--- src/rtl/axi_read_arbiter_pkg.sv ---
// Shared definitions for the two-master AXI read arbiter.
//   - default bus widths used as parameter defaults
//   - master tag constants prepended to ARID on the slave side
//   - arbiter FSM state type
package axi_read_arbiter_pkg;

    localparam int DEF_ID_W   = 4;
    localparam int DEF_ADDR_W = 32;
    localparam int DEF_DATA_W = 32;
    localparam int DEF_LEN_W  = 4;
    localparam int DEF_SIZE_W = 3;

    localparam int TAG_W = 4;
    localparam logic [TAG_W-1:0] TAG_M0 = 4'b0001;
    localparam logic [TAG_W-1:0] TAG_M1 = 4'b0010;

    typedef enum logic [1:0] {
        ST_IDLE = 2'd0,
        ST_ADDR = 2'd1,
        ST_DATA = 2'd2
    } state_t;

endpackage

--- src/rtl/axi_read_arbiter_if.sv ---
// AXI read channel bundle (AR + R) for one link.
//   master modport : drives AR request and RREADY, receives ARREADY and R beat
//   slave modport  : receives AR request and RREADY, drives ARREADY and R beat
// ID_W is set per instance: master links carry the raw ID, the slave link
// carries the ID widened by the master tag.
interface axi_read_arbiter_if #(
    parameter int ID_W   = 4,
    parameter int ADDR_W = 32,
    parameter int DATA_W = 32,
    parameter int LEN_W  = 4,
    parameter int SIZE_W = 3
);
    logic [ID_W-1:0]   ARID;
    logic [ADDR_W-1:0] ARADDR;
    logic [LEN_W-1:0]  ARLEN;
    logic [SIZE_W-1:0] ARSIZE;
    logic [1:0]        ARBURST;
    logic              ARVALID;
    logic              ARREADY;

    logic [ID_W-1:0]   RID;
    logic [DATA_W-1:0] RDATA;
    logic [1:0]        RRESP;
    logic              RLAST;
    logic              RVALID;
    logic              RREADY;

    modport master (
        output ARID, ARADDR, ARLEN, ARSIZE, ARBURST, ARVALID, RREADY,
        input  ARREADY, RID, RDATA, RRESP, RLAST, RVALID
    );

    modport slave (
        input  ARID, ARADDR, ARLEN, ARSIZE, ARBURST, ARVALID, RREADY,
        output ARREADY, RID, RDATA, RRESP, RLAST, RVALID
    );
endinterface

--- src/rtl/axi_read_arbiter_rr_arb2.sv ---
// Two-way round-robin selector (combinational).
//   req[1:0] : request from M1/M0
//   last     : master granted last (0 = M0, 1 = M1)
//   gnt[1:0] : one-hot grant; a lone requester always wins, on a tie the
//              master that was not granted last wins
module rr_arb2 (
    input  logic [1:0] req,
    input  logic       last,
    output logic [1:0] gnt
);
    always_comb begin
        gnt = '0;
        unique case (req)
            2'b01:   gnt = 2'b01;
            2'b10:   gnt = 2'b10;
            2'b11:   gnt = last ? 2'b01 : 2'b10;
            default: gnt = '0;
        endcase
    end
endmodule

--- src/rtl/axi_read_arbiter.sv ---
// Two-master to one-slave AXI read arbiter, one transaction at a time.
//   ACLK, ARESETn : clock, synchronous active-low reset
//   m0, m1        : master links (arbiter acts as their slave)
//   s             : slave link (ARID widened by a 4-bit master tag)
//   PROT_ERR      : sticky flag, RLAST disagreed with the expected beat count
// Read data is routed by the registered grant, never by the returned RID.
module axi_read_arbiter
    import axi_read_arbiter_pkg::*;
#(
    parameter int ID_W   = DEF_ID_W,
    parameter int ADDR_W = DEF_ADDR_W,
    parameter int DATA_W = DEF_DATA_W,
    parameter int LEN_W  = DEF_LEN_W,
    parameter int SIZE_W = DEF_SIZE_W
) (
    input  logic                 ACLK,
    input  logic                 ARESETn,
    axi_read_arbiter_if.slave    m0,
    axi_read_arbiter_if.slave    m1,
    axi_read_arbiter_if.master   s,
    output logic                 PROT_ERR
);
    state_t                  r_state;
    logic                    r_last;
    logic                    r_gnt;
    logic [ID_W+TAG_W-1:0]   r_arid;
    logic [ADDR_W-1:0]       r_araddr;
    logic [LEN_W-1:0]        r_arlen;
    logic [SIZE_W-1:0]       r_arsize;
    logic [1:0]              r_arburst;
    logic                    r_arvalid;
    logic [LEN_W-1:0]        r_cnt;
    logic                    r_prot_err;

    logic [1:0]              w_req;
    logic [1:0]              w_gnt;
    logic                    w_idle;
    logic                    w_data;
    logic                    w_rready_g;
    logic                    w_rbeat;
    logic [DATA_W-1:0]       w_rdata;
    logic                    w_unused_rid_tag;

    assign w_req = {m1.ARVALID, m0.ARVALID};

    rr_arb2 u_rr_arb2 (
        .req  (w_req),
        .last (r_last),
        .gnt  (w_gnt)
    );

    assign w_idle     = (r_state == ST_IDLE);
    assign w_data     = (r_state == ST_DATA);
    assign w_rready_g = r_gnt ? m1.RREADY : m0.RREADY;
    assign w_rbeat    = w_data & s.RVALID & w_rready_g;
    assign w_rdata    = s.RDATA;

    // Upper RID bits carry the tag; routing ignores them by design.
    assign w_unused_rid_tag = &{1'b0, s.RID[ID_W+TAG_W-1:ID_W]};

    assign m0.ARREADY = w_idle & w_gnt[0];
    assign m1.ARREADY = w_idle & w_gnt[1];

    assign s.ARID    = r_arid;
    assign s.ARADDR  = r_araddr;
    assign s.ARLEN   = r_arlen;
    assign s.ARSIZE  = r_arsize;
    assign s.ARBURST = r_arburst;
    assign s.ARVALID = r_arvalid;
    assign s.RREADY  = w_data & w_rready_g;

    assign m0.RVALID = w_data & ~r_gnt & s.RVALID;
    assign m1.RVALID = w_data &  r_gnt & s.RVALID;
    assign m0.RID    = s.RID[ID_W-1:0];
    assign m1.RID    = s.RID[ID_W-1:0];
    assign m0.RDATA  = w_rdata;
    assign m1.RDATA  = w_rdata;
    assign m0.RRESP  = s.RRESP;
    assign m1.RRESP  = s.RRESP;
    assign m0.RLAST  = s.RLAST;
    assign m1.RLAST  = s.RLAST;

    assign PROT_ERR = r_prot_err;

    always_ff @(posedge ACLK) begin
        if (!ARESETn) begin
            r_state    <= ST_IDLE;
            r_last     <= 1'b1;
            r_gnt      <= 1'b0;
            r_arid     <= '0;
            r_araddr   <= '0;
            r_arlen    <= '0;
            r_arsize   <= '0;
            r_arburst  <= '0;
            r_arvalid  <= 1'b0;
            r_cnt      <= '0;
            r_prot_err <= 1'b0;
        end else begin
            unique case (r_state)
                ST_IDLE: begin
                    if (|w_gnt) begin
                        r_gnt     <= w_gnt[1];
                        r_arvalid <= 1'b1;
                        r_state   <= ST_ADDR;
                        if (w_gnt[1]) begin
                            r_arid    <= {TAG_M1, m1.ARID};
                            r_araddr  <= m1.ARADDR;
                            r_arlen   <= m1.ARLEN;
                            r_arsize  <= m1.ARSIZE;
                            r_arburst <= m1.ARBURST;
                        end else begin
                            r_arid    <= {TAG_M0, m0.ARID};
                            r_araddr  <= m0.ARADDR;
                            r_arlen   <= m0.ARLEN;
                            r_arsize  <= m0.ARSIZE;
                            r_arburst <= m0.ARBURST;
                        end
                    end
                end
                ST_ADDR: begin
                    if (s.ARREADY) begin
                        r_arvalid <= 1'b0;
                        r_cnt     <= '0;
                        r_state   <= ST_DATA;
                    end
                end
                ST_DATA: begin
                    if (w_rbeat) begin
                        r_cnt <= r_cnt + 1'b1;
                        // Beat r_cnt is the last one exactly when r_cnt == ARLEN.
                        if (s.RLAST != (r_cnt == r_arlen))
                            r_prot_err <= 1'b1;
                        if (s.RLAST) begin
                            r_last  <= r_gnt;
                            r_state <= ST_IDLE;
                        end
                    end
                end
                default: r_state <= ST_IDLE;
            endcase
        end
    end
endmodule

--- src/flat_wrapper.sv ---
// flat-port wrapper written by rule: the top's interface ports become plain ports
module axi_read_arbiter_flat import axi_read_arbiter_pkg::*;
#(
    parameter int ID_W   = DEF_ID_W,
    parameter int ADDR_W = DEF_ADDR_W,
    parameter int DATA_W = DEF_DATA_W,
    parameter int LEN_W  = DEF_LEN_W,
    parameter int SIZE_W = DEF_SIZE_W
)
  (ACLK, ARESETn, PROT_ERR, m0_ARID, m0_ARADDR, m0_ARLEN, m0_ARSIZE, m0_ARBURST, m0_ARVALID, m0_RREADY, m0_ARREADY, m0_RID, m0_RDATA, m0_RRESP, m0_RLAST, m0_RVALID, m1_ARID, m1_ARADDR, m1_ARLEN, m1_ARSIZE, m1_ARBURST, m1_ARVALID, m1_RREADY, m1_ARREADY, m1_RID, m1_RDATA, m1_RRESP, m1_RLAST, m1_RVALID, s_ARID, s_ARADDR, s_ARLEN, s_ARSIZE, s_ARBURST, s_ARVALID, s_RREADY, s_ARREADY, s_RID, s_RDATA, s_RRESP, s_RLAST, s_RVALID);
  axi_read_arbiter_if #(.ID_W(ID_W), .ADDR_W(ADDR_W), .DATA_W(DATA_W), .LEN_W(LEN_W), .SIZE_W(SIZE_W)) m0_i ();
  axi_read_arbiter_if #(.ID_W(ID_W), .ADDR_W(ADDR_W), .DATA_W(DATA_W), .LEN_W(LEN_W), .SIZE_W(SIZE_W)) m1_i ();
  axi_read_arbiter_if #(.ID_W(ID_W), .ADDR_W(ADDR_W), .DATA_W(DATA_W), .LEN_W(LEN_W), .SIZE_W(SIZE_W)) s_i ();
  input  logic ACLK;
  input  logic ARESETn;
  output logic PROT_ERR;
  input wire logic [$bits(m0_i.ARID)-1:0] m0_ARID;
  input wire logic [$bits(m0_i.ARADDR)-1:0] m0_ARADDR;
  input wire logic [$bits(m0_i.ARLEN)-1:0] m0_ARLEN;
  input wire logic [$bits(m0_i.ARSIZE)-1:0] m0_ARSIZE;
  input wire logic [$bits(m0_i.ARBURST)-1:0] m0_ARBURST;
  input wire logic [$bits(m0_i.ARVALID)-1:0] m0_ARVALID;
  input wire logic [$bits(m0_i.RREADY)-1:0] m0_RREADY;
  output wire logic [$bits(m0_i.ARREADY)-1:0] m0_ARREADY;
  output wire logic [$bits(m0_i.RID)-1:0] m0_RID;
  output wire logic [$bits(m0_i.RDATA)-1:0] m0_RDATA;
  output wire logic [$bits(m0_i.RRESP)-1:0] m0_RRESP;
  output wire logic [$bits(m0_i.RLAST)-1:0] m0_RLAST;
  output wire logic [$bits(m0_i.RVALID)-1:0] m0_RVALID;
  input wire logic [$bits(m1_i.ARID)-1:0] m1_ARID;
  input wire logic [$bits(m1_i.ARADDR)-1:0] m1_ARADDR;
  input wire logic [$bits(m1_i.ARLEN)-1:0] m1_ARLEN;
  input wire logic [$bits(m1_i.ARSIZE)-1:0] m1_ARSIZE;
  input wire logic [$bits(m1_i.ARBURST)-1:0] m1_ARBURST;
  input wire logic [$bits(m1_i.ARVALID)-1:0] m1_ARVALID;
  input wire logic [$bits(m1_i.RREADY)-1:0] m1_RREADY;
  output wire logic [$bits(m1_i.ARREADY)-1:0] m1_ARREADY;
  output wire logic [$bits(m1_i.RID)-1:0] m1_RID;
  output wire logic [$bits(m1_i.RDATA)-1:0] m1_RDATA;
  output wire logic [$bits(m1_i.RRESP)-1:0] m1_RRESP;
  output wire logic [$bits(m1_i.RLAST)-1:0] m1_RLAST;
  output wire logic [$bits(m1_i.RVALID)-1:0] m1_RVALID;
  output wire logic [$bits(s_i.ARID)-1:0] s_ARID;
  output wire logic [$bits(s_i.ARADDR)-1:0] s_ARADDR;
  output wire logic [$bits(s_i.ARLEN)-1:0] s_ARLEN;
  output wire logic [$bits(s_i.ARSIZE)-1:0] s_ARSIZE;
  output wire logic [$bits(s_i.ARBURST)-1:0] s_ARBURST;
  output wire logic [$bits(s_i.ARVALID)-1:0] s_ARVALID;
  output wire logic [$bits(s_i.RREADY)-1:0] s_RREADY;
  input wire logic [$bits(s_i.ARREADY)-1:0] s_ARREADY;
  input wire logic [$bits(s_i.RID)-1:0] s_RID;
  input wire logic [$bits(s_i.RDATA)-1:0] s_RDATA;
  input wire logic [$bits(s_i.RRESP)-1:0] s_RRESP;
  input wire logic [$bits(s_i.RLAST)-1:0] s_RLAST;
  input wire logic [$bits(s_i.RVALID)-1:0] s_RVALID;
  assign m0_i.ARID = m0_ARID;
  assign m0_i.ARADDR = m0_ARADDR;
  assign m0_i.ARLEN = m0_ARLEN;
  assign m0_i.ARSIZE = m0_ARSIZE;
  assign m0_i.ARBURST = m0_ARBURST;
  assign m0_i.ARVALID = m0_ARVALID;
  assign m0_i.RREADY = m0_RREADY;
  assign m0_ARREADY = m0_i.ARREADY;
  assign m0_RID = m0_i.RID;
  assign m0_RDATA = m0_i.RDATA;
  assign m0_RRESP = m0_i.RRESP;
  assign m0_RLAST = m0_i.RLAST;
  assign m0_RVALID = m0_i.RVALID;
  assign m1_i.ARID = m1_ARID;
  assign m1_i.ARADDR = m1_ARADDR;
  assign m1_i.ARLEN = m1_ARLEN;
  assign m1_i.ARSIZE = m1_ARSIZE;
  assign m1_i.ARBURST = m1_ARBURST;
  assign m1_i.ARVALID = m1_ARVALID;
  assign m1_i.RREADY = m1_RREADY;
  assign m1_ARREADY = m1_i.ARREADY;
  assign m1_RID = m1_i.RID;
  assign m1_RDATA = m1_i.RDATA;
  assign m1_RRESP = m1_i.RRESP;
  assign m1_RLAST = m1_i.RLAST;
  assign m1_RVALID = m1_i.RVALID;
  assign s_ARID = s_i.ARID;
  assign s_ARADDR = s_i.ARADDR;
  assign s_ARLEN = s_i.ARLEN;
  assign s_ARSIZE = s_i.ARSIZE;
  assign s_ARBURST = s_i.ARBURST;
  assign s_ARVALID = s_i.ARVALID;
  assign s_RREADY = s_i.RREADY;
  assign s_i.ARREADY = s_ARREADY;
  assign s_i.RID = s_RID;
  assign s_i.RDATA = s_RDATA;
  assign s_i.RRESP = s_RRESP;
  assign s_i.RLAST = s_RLAST;
  assign s_i.RVALID = s_RVALID;
  axi_read_arbiter #(.ID_W(ID_W), .ADDR_W(ADDR_W), .DATA_W(DATA_W), .LEN_W(LEN_W), .SIZE_W(SIZE_W)) u_core (.ACLK(ACLK), .ARESETn(ARESETn), .m0(m0_i), .m1(m1_i), .s(s_i), .PROT_ERR(PROT_ERR));
endmodule
--- config.mk ---
export PLATFORM = sky130hd
export DESIGN_NAME = axi_read_arbiter_flat
export DESIGN_NICKNAME = d
export VERILOG_FILES = /design/src/rtl/axi_read_arbiter_pkg.sv /design/src/rtl/axi_read_arbiter_if.sv /design/src/rtl/axi_read_arbiter_rr_arb2.sv /design/src/rtl/axi_read_arbiter.sv /design/src/flat_wrapper.sv
export SDC_FILE = /design/constraint.sdc
export NUM_CORES = 1
export LEC_CHECK = 0
export ABC_AREA = 1
export CAP_MARGIN = 20
export CORE_UTILIZATION = 30
export CTS_CLUSTER_DIAMETER = 120
export CTS_CLUSTER_SIZE = 8
export DETAILED_ROUTE_END_ITERATION = 7
export PLACE_DENSITY_LB_ADDON = 0.05
export SKIP_LAST_GASP = 1
export SLEW_MARGIN = 20
export SYNTH_ARGS = -nofsm -noshare
export SYNTH_HDL_FRONTEND = slang
export SYNTH_SLANG_ARGS = --single-unit
--- constraint.sdc ---
create_clock -name ACLK -period 1.2 [get_ports ACLK]
set_input_delay 0.12 -clock ACLK [delete_from_list [all_inputs] [get_ports ACLK]]
set_output_delay 0.12 -clock ACLK [all_outputs]
set_load 0.02 [all_outputs]
* Word level (Yosys, flattened, before mapping)
Cells that the tools add are included.
W data, S select, Z words.
** Word-level totals
- Input bits :: 137
- Output and inout bits :: 130
- Register bits after elaboration :: 55
- Logic and storage cells :: 62
** Operators by class
- Bitwise logic cells :: 10
- Equality and inequality tests :: 11
- Add/subtract/negate cells :: 1
- Multiplexer cells :: 19
- Reduce and logical (&&, ||, !) cells :: 10
** Operators with widths (number)
- $mux W32 :: 1
- $mux W4 :: 4
- $mux W2 :: 6
- $pmux W2 S3 :: 2
- $reduce_and A3 Y1 :: 4
- $and A1 B1 Y1 :: 9
- $ne A2 B2 Y1 const B :: 4
- $pmux W4 S2 :: 1
- $eq A2 B2 Y1 const B :: 3
- $add A4 B1 Y4 const B :: 1
- $eq A2 B1 Y1 const B :: 2
- $eq A4 B4 Y1 :: 1
- $reduce_and A4 Y1 :: 1
- $reduce_bool A2 Y1 :: 2
- $mux W1 :: 3
- $mux W3 :: 1
- $logic_not A2 Y1 :: 1
- $pmux W1 S2 :: 1
- $reduce_and A2 Y1 :: 1
- $reduce_or A2 Y1 :: 1
- $ne A1 B1 Y1 :: 1
- $not A1 Y1 :: 1

* Logic depth before layout (Yosys ltp)
Gate-level depths: netlist (run 1).
- Depth in word-level cells :: 5
- Mapped depth :: 8
- Depth with buffers taken out :: 8

* Cells and area by module
Synthesis (run 1) repeated with hierarchy kept, for this count alone.
** Unflattened totals
- Cell total of the unflattened synthesis :: 423
- Area, all modules :: 3020.4 um^2
** By module, submodules not included
- axi_read_arbiter :: area each 2999.1 um^2, times used 1, cells each 418, seq. area each 1101.1 um^2
- rr_arb2 :: area each 21.3 um^2, times used 1, cells each 5, seq. area each 0.0 um^2

* Least setup slack after synthesis (run 1)
Ideal clock, no wire load.
- Path type :: register to output
- Start :: reg u_core.r_last
- End :: out m0_ARREADY
- Path buffers :: 2
- Data required time :: 1.080 ns
- Stages on the path, launching flop included :: 5
- Arrival time :: 1.740 ns
- Setup slack :: -0.660 ns
- Path through :: dfxtp_1 -> a21oi_2 -> buf_2 -> buf_2 -> a2111oi_0
** Between the ends
- Cells in the longest elaborated chain, start to end :: 3
** Ends and longest elaborated chain
- start: declaration :: RTL line axi_read_arbiter.sv:24 : logic r_last;
- start signal: assignment :: RTL line axi_read_arbiter.sv:134 : r_last <= r_gnt;
- $mux W2 :: RTL line axi_read_arbiter_rr_arb2.sv:16 : 2'b11: gnt = last ? 2'b01 : 2'b10;
- $pmux W2 S3 :: RTL line axi_read_arbiter_rr_arb2.sv:13 : unique case (req)
- $and A1 B1 Y1 :: RTL line axi_read_arbiter.sv:61 : assign m0.ARREADY = w_idle & w_gnt[0];
- end: declaration :: RTL line flat_wrapper.sv:24 : output wire logic [$bits(m0_i.ARREADY)-1:0] m0_ARREADY;
No other way between the ends.

* Final worst setup path (run 1)
- Start :: reg u_core.r_state[1]
- End :: reg u_core.r_arlen[1], in the netlist u_core.s.ARLEN[1]
** Between the ends
- Cells in the longest elaborated chain, start to end :: 2
** Ends and longest elaborated chain
- start: declaration :: RTL line axi_read_arbiter.sv:23 : state_t r_state;
- start signal: assignment :: RTL line axi_read_arbiter.sv:87 : r_state <= ST_IDLE;
- start signal: assignment :: RTL line axi_read_arbiter.sv:104 : r_state <= ST_ADDR;
- start signal: assignment :: RTL line axi_read_arbiter.sv:124 : r_state <= ST_DATA;
- $logic_not A2 Y1 :: RTL line axi_read_arbiter.sv:99 : unique case (r_state)
- $reduce_and A2 Y1 (no line)
- end signal: assignment :: RTL line axi_read_arbiter.sv:108 : r_arlen <= m1.ARLEN;
- end signal: assignment :: RTL line axi_read_arbiter.sv:114 : r_arlen <= m0.ARLEN;
- end: declaration :: RTL line axi_read_arbiter.sv:28 : logic [LEN_W-1:0] r_arlen;
No other way between the ends.
A chain may end at the register's enable or synchronous reset.

==> flow_metrics.py, run 1 <==
metrics = {
    "sta": {
        "rsz0062_at_grt": "yes",
        "finalSetupViolations": 55,
        "period_needed_ns": 1.420,
        "relSlewSlack": 0.7814,
        "slew_viol_final": 0,
        "hold_violations": 0,
        "worstMarginPinSlew_ns": 0.3254,
        "fmax_ghz": 0.7041,
        "fin_skew_ns": 0.01016,
        "fin_crit_sh": 1.184,
        "layout_setup_ws_ns": -0.2203,
    },
    "synthesis": {
        "ys_ff_latch": 55,
        "yosysSeqAreaShare": 0.3381,
        "synthCells": 426,
        "avgSynthCellArea_um2": 7.645,
        "synth_cell_types": 20,
        "syn_nets": 564,
        "syn_area_um2": 3257,
        "ys_warn_count": 0,
    },
    "die": {
        "initial_core_util": 0.3127,
        "fp.coreArea_um2": 10420,
        "die_h_um": 106.2,
        "chipWidth_um": 106.2,
        "io_pins": 267,
        "die_area_um2": 11280,
        "placementRows": 37,
    },
    "setup_path": {
        "crit_type": "flop to flop",
        "reg2reg_setup_slack_ns": -0.22,
        "crit_start": "u_core.r_state[1]",
        "r2r-start": "u_core.r_state[1]",
        "cp-start-kind": "flop",
        "rr_endpoint": "u_core.s.ARLEN[1]",
        "ff2ff_path_depth": 7,
        "crit_path_cell_trace": "buf_6 -> nor2_4 -> buf_6 -> nand2_8 -> buf_12 -> o31ai_2 -> nor2_1",
        "worstPathMaxFanout": 9,
        "crit_path_end_kind": "flop",
        "max_stage_delay_ns": 0.35,
        "critical_path_buf_inv_count": 3,
        "cp.required_ns": 1.40,
        "cp_top_family": "buffers and inverters",
        "crit_path_frequent_cell": "buf_6",
        "worst-path-stages": 7,
        "arrival_ns": 1.62,
        "cpMaxStageDelayCell": "dfxtp_2",
        "endpoint": "u_core.s.ARLEN[1]",
    },
    "finish": {
        "drive_gt1_frac": 0.3408,
        "nNetsFinal": 671,
        "finalCoreUtilization": 0.5331,
        "antenna_cells": 0,
        "final_common_cell": "clkdlybuf4s50_1",
        "fin_area_um2": 5553,
        "stdcell_count": 670,
        "final_cell_mix": "clkdlybuf4s50_1 (98), dlygate4sd2_1 (48), dfxtp_1 (48)",
        "syn_to_final_growth_pct": 70.50,
    },
    "global_routing": {
        "first_global_vias": 3224,
        "grt_remaining_overflow": 0,
        "grt_max_degree": 34,
        "grtUsageTotal": 0.1950,
        "antenna_found_initial": 0,
        "grt_pass1_wl_um": 17260,
    },
    "placed_design": {
        "port_buffers": 152,
        "place.gp.congestion": 0.7204,
        "dp_cells": 640,
        "place_worst_setup_slack_ns": -0.5843,
        "dp_hpwl_um": 7286,
        "detailed_place.area_um2": 4562,
    },
    "cts": {
        "clkTransAtPathRegs_ns": 0.09,
        "clock_latency_ns": 0.31,
        "root_buffer": "clkbuf_8",
        "cts_tree": "yes",
        "ctsHoldBuffers": 0,
        "cts_buffer_depth": 2,
        "cts.sinks": 55,
        "numCtsBuffers": 5,
        "h-tree-depth": 2,
    },
    "drt": {
        "drt-total-wl_um": 11700,
        "drt_pass1_iterations": 4,
        "wl_per_cell_um": 17.46,
        "vias_per_cell": 4.827,
        "vias": 3234,
        "postRouteAntennaNets": 0,
        "drc": 0,
        "drt_iter0_drc": 112,
    },
    "run": {
        "maxCapViolCount": 0,
    },
    "power_and_ir_drop": {
        "leakagePower_uw": 0.002296,
        "finalPower_uw": 5993,
        "vdd_drop_max_uv": 519.3,
        "power_density_nw_per_um2": 1079,
    },
    "min_path": {
        "hold_class": "input port to output port",
    },
    "outcome": {
        "status": "finished with violations",
        "violations": "setup timing",
    },
}
[power breakdown]
part,leakage (uW),switching [uW],internal [uW]
Clock,0.0000505,635,527
Sequential,0.000459,122,2040
Combinational,0.00179,1300,1370
Total,0.00230,2050,3940
[how the worst min path moves through the flow]
stage / start / to / slack, ns / depth (start not counted)
3_3_place_gp: s_RDATA[14] / m0_RDATA[14] / 0.24 / 0
4_1_cts: s_RDATA[14] / m0_RDATA[14] / 0.24 / 0
6_report: s_RDATA[15] / m1_RDATA[15] / 0.24 / 0
3_5_place_dp: s_RDATA[14] / m0_RDATA[14] / 0.24 / 0
5_1_grt: s_RDATA[19] / m0_RDATA[19] / 0.24 / 0
2_1_floorplan: ARESETn / u_core.r_last / 0.22 / 1
[metal layers]
layer,vias up,part of all wire,global-route usage
li1,1588,-,-
met3,10,0.087,0.06131
met4,0,0.0076,0.03571
met1,1499,0.43,0.2495
met2,137,0.48,0.3224
met5,-,0,0
[sequential cells by signal, indices dropped and copies added, names as in the netlist]
register,flops
u_core.r_cnt,4
u_core.s.ARSIZE,3
u_core.s.ARVALID,1
u_core.s.ARADDR,32
u_core.r_gnt,1
u_core.r_arid,4
u_core.r_last,1
u_core.s.ARLEN,4
u_core.s.ARBURST,2
u_core.PROT_ERR,1
u_core.r_state,2
[cells in the mapped netlist]
| cell type | n | area [um^2] |
|---|---|---|
| a2111oi_0 | 1 | 8.760 |
| a21oi_1 | 55 | 275.3 |
| a21oi_2 | 1 | 8.760 |
| buf_2 | 19 | 95.09 |
| buf_4 | 81 | 608.1 |
| buf_6 | 1 | 11.26 |
| clkbuf_1 | 5 | 18.77 |
| dfxtp_1 | 55 | 1101 |
| ha_1 | 1 | 12.51 |
| inv_1 | 21 | 78.83 |
| nand2_1 | 33 | 123.9 |
| nand3_1 | 5 | 25.02 |
| nor2_1 | 57 | 214.0 |
| nor2_4 | 1 | 11.26 |
| nor3_1 | 43 | 215.2 |
| nor4_1 | 17 | 106.4 |
| nor4_2 | 24 | 300.3 |
| o211ai_1 | 1 | 7.510 |
| o21ai_0 | 1 | 5.000 |
| o31ai_1 | 4 | 30.03 |
[metrics by stage]
stage / hold slack [ns] / TNS (ns)
floorplan: 0.2186 / -0.04326
global placement: 0.2402 / -24.63
detailed placement: 0.2402 / -25.33
CTS: 0.2402 / -8.783
global route: 0.2400 / -12.84
finish: 0.2400 / -8.668
[layout make-up]
type                       count  area, um^2
tap                          136       170.2
clock buffer                   7       96.34
clock inverter                 1       7.507
inverter                      21       81.33
sequential                    55        1115
fill                        1018        4863
multi-input combinational    244        1800
timing repair buffer         206        2282
[what timing repair did]
item,4_1_cts,5_1_grt
gates cloned,10,5
setup endpoints to repair,109,63
buffers inserted,6,2
hold endpoints to repair,0,0
pin swaps,21,22
gates resized for setup,168,57
[logic make-up after synthesis]
family                     share of synthesized area
AOI/OAI and AO/OA                             0.1030
and+or+nand+nor                               0.3058
adders and majority gates                   0.003841
DFF                                           0.3381
buffers and inverters                         0.2493
(Power assumes the default switching activity.)
==> run 2, diff against run 1 <==
--- a/config.mk
+++ b/config.mk
@@ -7,10 +7,12 @@
 export LEC_CHECK = 0
 export ABC_AREA = 1
 export CAP_MARGIN = 20
-export CORE_UTILIZATION = 30
+export CORE_AREA = 2 2 103 105
 export CTS_CLUSTER_DIAMETER = 120
 export CTS_CLUSTER_SIZE = 8
 export DETAILED_ROUTE_END_ITERATION = 7
+export DIE_AREA = 0 0 105 107
+export DONT_BUFFER_PORTS = 1
 export PLACE_DENSITY_LB_ADDON = 0.05
 export SKIP_LAST_GASP = 1
 export SLEW_MARGIN = 20
==> flow_metrics.py, run 2 (synthesized netlist as in run 1, its figures left out) <==
metrics = {
    "setup_path": {
        "critical_path_buf_inv_count": 2,
        "worstPathMaxFanout": 3,
        "cp_top_family": "flip-flops",
        "cp-start-kind": "flop",
        "crit_path_end_kind": "output port",
        "arrival_ns": 1.36,
        "max_stage_delay_ns": 0.36,
        "crit_path_cell_trace": "buf_6 -> a2111oi_4 -> buf_4",
        "crit_type": "flop to output port",
        "cp.required_ns": 1.08,
        "cpMaxStageDelayCell": "dfxtp_2",
    },
    "cts": {
        "clkTransAtPathRegs_ns": 0.10,
        "numCtsBuffers": 5,
        "h-tree-depth": 2,
        "clock_latency_ns": 0.32,
        "cts.sinks": 55,
        "root_buffer": "clkbuf_8",
        "cts_buffer_depth": 2,
        "cts_tree": "yes",
    },
    "finish": {
        "largest_register_ffs": 32,
        "final_cell_mix": "dlygate4sd3_1 (70), buf_4 (62), dfxtp_1 (52)",
        "stdcell_count": 643,
        "multi_input_area_um2": 2052,
        "drive_gt1_frac": 0.5069,
        "regArea_um2": 1105,
        "antenna_cells": 0,
        "syn_to_final_growth_pct": 70.76,
        "nNetsFinal": 645,
        "finalCoreUtilization": 0.5511,
        "final_common_cell": "dlygate4sd3_1",
        "n_fill_cell": 927,
    },
    "sta": {
        "hold_violations": 2,
        "tns_ns": -7.438,
        "fmax_ghz": 0.6743,
        "relSlewSlack": 0.7300,
        "fin_skew_ns": 0.006329,
        "fin_crit_sh": 1.236,
        "slew_viol_final": 0,
        "finalSetupViolations": 59,
        "rsz0062_at_grt": "yes",
        "worstMarginPinSlew_ns": 0.4040,
        "period_needed_ns": 1.483,
        "hold_slack_ns": -0.007467,
        "layout_setup_ws_ns": -0.2830,
    },
    "drt": {
        "drt-total-wl_um": 12260,
        "drc": 0,
        "vias_per_cell": 5.034,
        "wl_per_cell_um": 19.06,
        "vias": 3237,
        "drt_iter0_drc": 168,
        "postRouteAntennaNets": 0,
        "drt_pass1_iterations": 4,
    },
    "power_and_ir_drop": {
        "vdd_drop_max_uv": 516.6,
        "leakagePower_uw": 0.002156,
        "finalPower_uw": 6201,
        "power_density_nw_per_um2": 1115,
    },
    "die": {
        "die_area_um2": 11240,
        "chipWidth_um": 105,
        "io_pins": 267,
        "fp.coreArea_um2": 10090,
        "die_h_um": 107,
        "placementRows": 37,
        "initial_core_util": 0.3227,
    },
    "global_routing": {
        "antenna_found_initial": 0,
        "grtUsageTotal": 0.1830,
        "grt_max_degree": 28,
        "grt_remaining_overflow": 0,
        "first_global_vias": 3164,
        "grt_pass1_wl_um": 16470,
    },
    "run": {
        "maxCapViolCount": 0,
    },
    "placed_design": {
        "place.gp.congestion": 0.7756,
        "dp_cells": 525,
        "dp_hpwl_um": 6666,
        "port_buffers": 0,
    },
    "outcome": {
        "violations": "hold timing, setup timing",
        "status": "finished with violations",
    },
    "min_path": {
        "hold_class": "input port to flop",
    },
}
## run 2: cell count changes in the layout (fill, tap and decap cells not counted), moves of 5 or more
cell	previous run	this run
nor2_4	8	27
buf_4	22	62
dlygate4sd3_1	0	70
dlygate4sd2_1	48	0
nor3_1	17	11
buf_12	7	18
clkbuf_16	3	8
nor2_1	40	21
buf_16	11	4
a21oi_1	42	36
a21oi_2	11	16
clkdlybuf4s50_1	98	0
## run 2: metrics by stage
stage | area, um^2 | worst slack [ns] | hold slack (ns)
3_5_place_dp | 3306 | -0.1863 | 0.2244
2_1_floorplan | 3276 | -0.04326 | 0.2186
6_report | 5562 | -0.2830 | -0.007467
3_3_place_gp | 3306 | -0.1586 | 0.2282
5_1_grt | 5562 | -0.3212 | 0.007649
4_1_cts | 4451 | -0.2587 | 0.001019
## run 2: path summary, 6_finish.rpt
| check | start | end | slack [ns] | depth (start not counted) |
|---|---|---|---|---|
| setup / recovery | u_core.r_state[0] | m0_ARREADY | -0.28 | 3 |
| setup reg to reg | u_core.r_state[1] | u_core.s.ARADDR[2] | -0.20 | 5 |
| hold reg to reg | u_core.s.ARSIZE[0] | u_core.s.ARSIZE[0] | 0.51 | 2 |
| hold / removal | m0_ARADDR[22] | u_core.s.ARADDR[22] | -0.007 | 2 |
## run 2: area by class of cell
| type | count | area share |
|---|---|---|
| Inverter | 21 | 0.01597 |
| Sequential cell | 55 | 0.1987 |
| Tap cell | 136 | 0.03060 |
| Clock buffer | 5 | 0.01237 |
| Multi-Input combinational cell | 245 | 0.3690 |
| Timing Repair Buffer | 179 | 0.3667 |
| Clock inverter | 2 | 0.006749 |
## run 2: repair_timing
action,4_1_cts,5_1_grt
hold endpoints to repair,48,5
gates cloned,4,12
endpoints found under the setup margin,57,60
hold buffers,66,4
pin swaps,4,48
gates resized for setup,50,167
setup buffers,8,20
## run 2: power by group
part | switching [uW] | internal [uW] | leakage, uW
sequential | 181 | 2040 | 0.000456
combinational | 1350 | 1350 | 0.00165
clock | 672 | 612 | 0.0000502
total | 2200 | 4000 | 0.00216
## run 2: layer usage
metal / share of wire / wire length, um / GRT usage
met1: 0.41 / 5041 / 0.2106
met2: 0.50 / 6162 / 0.3288
met5: 0 / 0 / 0
met3: 0.073 / 897 / 0.05897
met4: 0.013 / 155 / 0.04381
==> run 3, diff against run 2 <==
--- a/config.mk
+++ b/config.mk
@@ -13,6 +13,7 @@
 export DETAILED_ROUTE_END_ITERATION = 7
 export DIE_AREA = 0 0 105 107
 export DONT_BUFFER_PORTS = 1
+export HOLD_SLACK_MARGIN = 0.05
 export PLACE_DENSITY_LB_ADDON = 0.05
 export SKIP_LAST_GASP = 1
 export SLEW_MARGIN = 20
==> constraint.sdc (replaced) <==
create_clock -name ACLK -period 1.2 [get_ports ACLK]
set_input_delay 0.12 -clock ACLK [delete_from_list [all_inputs] [get_ports ACLK]]
set_output_delay 0.12 -clock ACLK [all_outputs]
set_load 0.1 [all_outputs]
==> flow_metrics.py, run 3 (synthesized netlist as in run 1, its figures left out) <==
metrics = {
    "setup_path": {
        "ff2ff_path_depth": 7,
        "rr_endpoint": "u_core.s.ARADDR[20]",
        "r2r-start": "u_core.r_state[1]",
        "worstPathMaxFanout": 3,
        "reg2reg_setup_slack_ns": -0.21,
        "cpMaxStageDelayCell": "dfxtp_4",
        "cp_top_family": "buffers and inverters",
        "crit_type": "flop to output port",
        "max_stage_delay_ns": 0.38,
        "cp-start-kind": "flop",
        "arrival_ns": 1.44,
        "crit_path_end_kind": "output port",
        "crit_path_cell_trace": "buf_6 -> a2111oi_4 -> clkbuf_16",
        "critical_path_buf_inv_count": 2,
        "cp.required_ns": 1.08,
    },
    "sta": {
        "rsz0062_at_grt": "yes",
        "finalSetupViolations": 56,
        "fin_crit_sh": 1.302,
        "fin_skew_ns": 0.01416,
        "hold_violations": 0,
        "hold_slack_ns": 0.02725,
        "relSlewSlack": 0.6881,
        "fmax_ghz": 0.6398,
        "layout_setup_ws_ns": -0.3630,
        "slew_viol_final": 0,
        "tns_ns": -8.936,
        "worstMarginPinSlew_ns": 0.4678,
        "period_needed_ns": 1.563,
    },
    "power_and_ir_drop": {
        "finalPower_uw": 7682,
        "power_density_nw_per_um2": 1218,
        "leakagePower_uw": 0.002420,
        "vdd_drop_max_uv": 782.3,
    },
    "drt": {
        "vias": 3420,
        "drt_pass1_iterations": 4,
        "drt-total-wl_um": 13080,
        "wl_per_cell_um": 19.17,
        "postRouteAntennaNets": 0,
        "vias_per_cell": 5.015,
        "drt_iter0_drc": 167,
        "drc": 0,
    },
    "outcome": {
        "status": "finished with violations",
        "violations": "setup timing",
    },
    "global_routing": {
        "antenna_found_initial": 0,
        "grt_remaining_overflow": 0,
        "first_global_vias": 3426,
        "grt_pass1_wl_um": 17780,
        "grt_max_degree": 42,
        "grtUsageTotal": 0.1959,
    },
    "die": {
        "die_area_um2": 11240,
        "chipWidth_um": 105,
        "initial_core_util": 0.3227,
        "io_pins": 267,
        "die_h_um": 107,
        "placementRows": 37,
        "fp.coreArea_um2": 10090,
    },
    "finish": {
        "drive_gt1_frac": 0.6264,
        "fin_area_um2": 6306,
        "final_cell_mix": "dlygate4sd3_1 (90), buf_4 (72), dfxtp_2 (44)",
        "syn_to_final_growth_pct": 93.62,
        "largest_register_ffs": 32,
        "antenna_cells": 0,
        "final_common_cell": "dlygate4sd3_1",
        "nNetsFinal": 683,
    },
    "cts": {
        "h-tree-depth": 2,
        "numCtsBuffers": 5,
        "root_buffer": "clkbuf_8",
        "clkTransAtPathRegs_ns": 0.11,
        "clock_latency_ns": 0.31,
        "cts_buffer_depth": 2,
        "cts.sinks": 55,
        "cts_tree": "yes",
    },
    "placed_design": {
        "port_buffers": 0,
        "place.gp.congestion": 0.7166,
        "place_worst_setup_slack_ns": -0.1070,
        "detailed_place.area_um2": 3582,
        "dp_hpwl_um": 6702,
    },
    "min_path": {
        "min-delay-start": "m0_ARADDR[3]",
        "hold_class": "input port to flop",
        "worst_hold_path.endpoint": "u_core.s.ARADDR[3]",
        "min_path_cells": 2,
    },
    "run": {
        "maxCapViolCount": 0,
    },
}
-- run 3: worst max path at each step --
stage	startpoint	end	slack, ns	cells after the start
floorplan	u_core.r_last	m0_ARREADY	-0.70	4
global placement	u_core.r_last	u_core.s.ARADDR[0]	-0.11	5
detailed placement	u_core.r_state[0]	u_core.r_cnt[3]	-0.11	8
CTS	u_core.r_state[1]	m0_ARREADY	-0.41	3
global route	u_core.r_state[0]	m0_ARREADY	-0.44	3
finish	u_core.r_state[0]	m0_ARREADY	-0.36	3
-- run 3: layout make-up --
type                    instances  area [um^2]
clock inverters                 2        13.76
clock buffers                   6        72.57
inverters                      21        82.58
repair buffers                218         2534
fillers                       813         3786
flip-flops and latches         55         1182
multi-input cells             244         2251
well taps                     136        170.2
-- run 3: per-stage QoR --
step           std cells    util
2_1_floorplan        426       -
3_3_place_gp         537  0.3549
3_5_place_dp         537  0.3549
4_1_cts              658  0.5202
5_1_grt              682  0.6248
6_report             682  0.6248
-- run 3: routing by layer --
layer	vias to the layer above	wire, um	track usage
li1	1611	-	-
met1	1611	5251	0.2400
met2	166	6783	0.3488
met3	32	836	0.04681
met4	0	206	0.04190
met5	-	0	0
-- run 3: timing repair --
action / CTS / global route
endpoints found under the setup margin: 56 / 58
setup buffers: 16 / 20
hold buffers: 88 / 2
endpoints found under the hold margin: 51 / 2
cloned: 9 / 10
resized for setup: 81 / 162
pin swaps: 9 / 49
-- run 3: power by group --
part           total [uW]  switching, uW  internal [uW]
sequential           2240            160           2080
clock                1070            650            415
combinational        4380           2770           1610
total                7680           3580           4110
-- run 3: worst register-to-register path, cell delays in order (launching register included) --
cell       delay (ns)
dfxtp_4          0.39
nor2_4           0.14
buf_6            0.15
nand2_8          0.10
buf_12           0.15
clkbuf_16        0.17
nor3_4           0.13
nor4_2           0.07
